### config.mk
export PLATFORM = sky130hd
export DESIGN_NAME = enabled_decoder
export DESIGN_NICKNAME = d
export VERILOG_FILES = /design/src/rtl/decoder_pkg.sv /design/src/rtl/decoder2_4.sv /design/src/rtl/enabled_decoder.sv
export SDC_FILE = /design/constraint.sdc
export NUM_CORES = 1
export LEC_CHECK = 0
export ABC_AREA = 1
export BUFFER_PORTS_ARGS = -buffer_cell sky130_fd_sc_hd__clkbuf_2
export CAP_MARGIN = 40
export CORE_AREA = 8 8 45 47
export CTS_CLUSTER_DIAMETER = 40
export DETAILED_ROUTE_END_ITERATION = 10
export DIE_AREA = 0 0 53 55
export HOLD_SLACK_MARGIN = 0.06
export PLACE_DENSITY_LB_ADDON = 0.1
export SLEW_MARGIN = 20
export SYNTH_ARGS = -nofsm -noshare
export SYNTH_HDL_FRONTEND = slang
export SYNTH_SLANG_ARGS = --single-unit
### constraint.sdc
create_clock -name clk -period 0.8 [get_ports clk]
set_input_delay 0.16 -clock clk [delete_from_list [all_inputs] [get_ports clk]]
set_output_delay 0.16 -clock clk [all_outputs]
set_load 0.01 [all_outputs]
### src/rtl/decoder_pkg.sv
// Shared constants and tree-shape helpers for the enabled one-hot decoder.
// Used by enabled_decoder and its testbench.
package decoder_pkg;

  localparam int MAX_SEL_W = 6;

  typedef logic [MAX_SEL_W-1:0] sel_t;

  // Number of select bits the root leaf consumes: 1:2 for odd widths, 2:4 for even.
  function automatic int root_bits(input int sel_w);
    return (sel_w % 2 == 1) ? 1 : 2;
  endfunction

  function automatic int num_levels(input int sel_w);
    return (sel_w + 1) / 2;
  endfunction

  function automatic int leaf_count(input int sel_w, input int lvl);
    return (lvl == 0) ? 1 : (1 << (root_bits(sel_w) + 2 * (lvl - 1)));
  endfunction

  function automatic int level_width(input int sel_w, input int lvl);
    return (lvl == 0) ? (1 << root_bits(sel_w)) : 4 * leaf_count(sel_w, lvl);
  endfunction

endpackage

### src/rtl/decoder2_4.sv
// 2:4 enabled decoder leaf: out_o[i] = en_i & (sel_i == i).
// Written as AND terms so a disabled leaf stays zero even with an unknown select.
module decoder2_4 (
  input  logic       en_i,
  input  logic [1:0] sel_i,
  output logic [3:0] out_o
);

  assign out_o[0] = en_i & ~sel_i[1] & ~sel_i[0];
  assign out_o[1] = en_i & ~sel_i[1] &  sel_i[0];
  assign out_o[2] = en_i &  sel_i[1] & ~sel_i[0];
  assign out_o[3] = en_i &  sel_i[1] &  sel_i[0];

endmodule

### src/rtl/enabled_decoder.sv
// Enable-gated binary-to-one-hot decoder built as a tree of 1:2 / 2:4 leaves,
// with a registered copy of the output. Define ENABLED_DECODER_ONEHOT_CHECK_EN for the sticky onehot_err checker.
module enabled_decoder
  import decoder_pkg::*;
#(
  parameter int SEL_W = 3,
  parameter int OUT_W = 1 << SEL_W
) (
  input  logic             clk,
  input  logic             rst_n,
  input  logic             en,
  input  logic [SEL_W-1:0] sel,
  output logic [OUT_W-1:0] out,
  output logic [OUT_W-1:0] out_q,
  output logic             en_q
`ifdef ENABLED_DECODER_ONEHOT_CHECK_EN
  ,
  output logic             onehot_err
`endif
);

  localparam int NLVL  = num_levels(SEL_W);
  localparam int RBITS = root_bits(SEL_W);

  // Level 0 is the root; each later level splits every enable of the previous
  // level with a 2:4 leaf on the next two lower select bits.
  for (genvar l = 0; l < NLVL; l++) begin : g_lvl
    localparam int W = level_width(SEL_W, l);
    logic [W-1:0] dec;

    if (l == 0) begin : g_root
      if (RBITS == 1) begin : g_1to2
        assign dec[1] = en &  sel[SEL_W-1];
        assign dec[0] = en & ~sel[SEL_W-1];
      end else begin : g_2to4
        decoder2_4 u_leaf (
          .en_i  (en),
          .sel_i (sel[SEL_W-1 -: 2]),
          .out_o (dec)
        );
      end
    end else begin : g_tree
      localparam int NLEAF = leaf_count(SEL_W, l);
      localparam int LO    = SEL_W - RBITS - 2 * l;
      for (genvar k = 0; k < NLEAF; k++) begin : g_leaf
        decoder2_4 u_leaf (
          .en_i  (g_lvl[l-1].dec[k]),
          .sel_i (sel[LO +: 2]),
          .out_o (dec[4*k +: 4])
        );
      end
    end
  end

  assign out = g_lvl[NLVL-1].dec;

  always_ff @(posedge clk or negedge rst_n) begin
    if (!rst_n) begin
      out_q <= '0;
      en_q  <= 1'b0;
    end else begin
      out_q <= out;
      en_q  <= en;
    end
  end

`ifdef ENABLED_DECODER_ONEHOT_CHECK_EN
  logic bad_pattern;
  logic onehot_err_q;

  // Flags more than one bit set, or any bit set while disabled.
  assign bad_pattern = ((out & (out - OUT_W'(1))) != '0) || (!en && (out != '0));

  always_ff @(posedge clk or negedge rst_n) begin
    if (!rst_n) begin
      onehot_err_q <= 1'b0;
    end else if (bad_pattern) begin
      onehot_err_q <= 1'b1;
    end
  end

  assign onehot_err = onehot_err_q;

`ifndef SYNTHESIS
  a_onehot: assert property (@(posedge clk) disable iff (!rst_n) !bad_pattern);
`endif
`endif

endmodule

==> summary.txt <==
Synth
  – Post-synthesis mux area share: 0%
  – Main combinational cell family by area after synthesis: simple AND/OR/NAND/NOR gates
  – Mapped Nets: 30
  – Yosys cell types: 5
  – Ys Warns: 0
  – Most used DFF post-synth: dfrtp_1
  – Syn Inst Count: 24
  – Post-synthesis compound-gate area fraction: 0%
  – Post-synthesis register bit count: 9
  – Synth top cells by count: 9 x dfrtp_1, 8 x nor2_1, 4 x nand3_1, 2 x inv_1, 1 x inv_2
  – Synth async-reset ratio: 100%
  – Most common cell in the netlist: dfrtp_1
  – Seq/Total Area, Yosys: 78.6%
  – Synth Area in Adders: 0%
  – EDFF count, synth: 0
  – Xor/xnor share of the synthesized area: 0%
  – Simple-Gate Fraction of Synth Area: 17.5%
  – Mapped Area: 287 sq um
  – Leading area contributor after synthesis: dfrtp_1
  – Mean post-synth cell area: 11.9 sq um
  – Yosys top cell area share: 78.6%
  – Top post-synthesis cells by area: dfrtp_1 79%, nor2_1 10%, nand3_1 7.0%

Worst setup path
  – Slowest Stage Delay on Critical Path: 360 ps
  – CP max FO: 1
  – CP endpoint kind: primary output
  – CP Data Required Time: 640 ps
  – CP top delay family: flip-flops
  – Critical Path, Cell by Cell: clkbuf_2
  – WP data arrival: 750 ps
  – Slowest CP cell: dfrtp_1
  – Kind of critical path: flip-flop to primary output
  – Startpoint Class: flip-flop
  – Buf/Inv on CP: 1

Global routing
  – All-Layer GR Usage: 7.09%
  – First-pass GRT wire length: 1440 microns
  – Initial antenna violation count: 0
  – Vias in the first global route: 318
  – Largest net degree at the start of global routing: 10
  – GRT overflow: 0

Timing
  – F_max: 1100 MHz
  – Relative slew slack: 84.6%
  – RSZ-0062 raised after global routing: true
  – Worst-Margin Slew: 231 ps
  – Pins over their slew limit: 0
  – Setup WS post-layout: -112 ps
  – Final hold violation count: 0
  – Fin crit share: 114%
  – Minimum clock period: 912 ps
  – Final Setup Violations: 11

Placement
  – Post-DP HPWL: 683 microns
  – Placer Congestion: 0.698
  – Port Buffer Count: 22
  – Placed Area: 417 sq um
  – Placed Cells: 62

Die
  – # rows: 14
  – Ports: 23
  – Die H: 55 microns
  – Initial core utilization: 20.7%
  – Die X: 53 microns
  – Core area: 1380 sq um
  – Die ar.: 2920 sq um

Routing
  – WL/cell: 13.2 microns
  – ANT nets after route: 0
  – DRT iter0 DRCs: 1
  – First-pass DRT Iterations: 2
  – Final wirelength: 923 microns
  – Routed via count: 290
  – Via-to-Cell Ratio: 4.14
  – Post-route DRC: 0

Clock network
  – Clock buffer depth: 2
  – CTS root buf: clkbuf_4
  – CTS H-tree depth: 1
  – Num CTS Buffers: 3
  – Clock Pin Slew Worst Setup and Hold Paths: 60 ps
  – CTS sink count: 9
  – TritonCTS clock tree: yes

Cells and area
  – Finished Layout Cells: 70
  – # diodes: 0
  – Synthesis-to-layout area growth: 157%
  – Share of layout cells above drive strength 1: 77.8%
  – Nets: 61
  – Final instance area: 736 sq um

Pwr
  – Cell Pwr Density: 1380 nW/um^2
  – Pleak: 0.342 nW
  – Worst VDD drop: 0.918 mV

Min path
  – Hold Crit Class: input port to flip-flop

Status
  – Status: complete, but fails checks
  – Failing checks: negative setup slack

Job
  – # Max-Cap Violations: 0
[path summary, 6_finish.rpt]
path / startpoint / end / slack, ps / depth (start not counted)
min: sel[0] / out_q[6] / 100 / 2
max in group asynchronous: rst_n / out_q[0] / 320 / 2
min in group asynchronous: rst_n / en_q / 290 / 2
max: out_q[7] / out_q[7] / -110 / 1
[kinds of logic (layout without fill, tap and decap cells)]
kind of cell  Yosys count  in the layout
flops                   9              9
simple gates           12             12
buf+inv                 3             33
[registers in the layout (all words and copies together), names as in the netlist]
signal	cells
en_q	1
out_q	8
[what timing repair did]
action                                  in CTS  in global routing
hold buffers                                 1                  1
pin swaps                                    8                  7
buffers inserted                             1                  1
gates resized for setup                     42                 20
endpoints found under the hold margin        9                  1
endpoints found under the setup margin      17                 17
[cells in the final DEF (no fill, tap or decap)]
cell,Yosys,layout
buf_2,0,1
buf_4,0,2
buf_6,0,8
buf_8,0,1
clkbuf_1,0,1
clkbuf_16,0,3
clkbuf_2,0,9
clkbuf_4,0,3
clkinv_8,0,2
dfrtp_1,9,9
dlygate4sd3_1,0,2
inv_4,0,1
nand3_4,0,4
nor2_4,0,8
[through the flow]
stage          hold WS, ps  util (%)  TNS [ps]  setup slack [ps]  power [mW]
2_1_floorplan         -136         -         0               155       0.510
3_3_place_gp          20.7      30.1      -425             -78.4       0.565
5_1_grt               97.3      53.2     -1360              -141        1.08
4_1_cts               64.1      47.5     -1240              -115        1.01
6_report               104      53.2      -904              -112        1.02
3_5_place_dp          28.4      30.1      -504             -89.4       0.567
[final cells by class]
| cell class | instances | area (sq um) |
|---|---|---|
| multi-input combinational | 12 | 160 |
| tap | 16 | 20.0 |
| fill | 128 | 648 |
| inverter | 3 | 38.8 |
| sequential | 9 | 225 |
| clock buffer | 4 | 26.3 |
| timing repair buffer | 26 | 265 |
[power breakdown]
| group | leakage (nW) | switching (mW) | internal [mW] |
|---|---|---|---|
| sequential | 0.121 | 0.00317 | 0.468 |
| combinational | 0.206 | 0.104 | 0.102 |
| clock | 0.0150 | 0.148 | 0.192 |
[routing by layer]
metal  track usage, %  routed length, microns  share of wire [%]  vias to the layer above
met3             5.35                     162                 18                        2
li1                 -                       -                  -                      138
met4             5.17                      17                1.8                        0
met2             10.9                     451                 49                       16
met1             6.34                     292                 32                      134
met5                0                       0                  0                        -
Power figures use the tool's default switching activity.
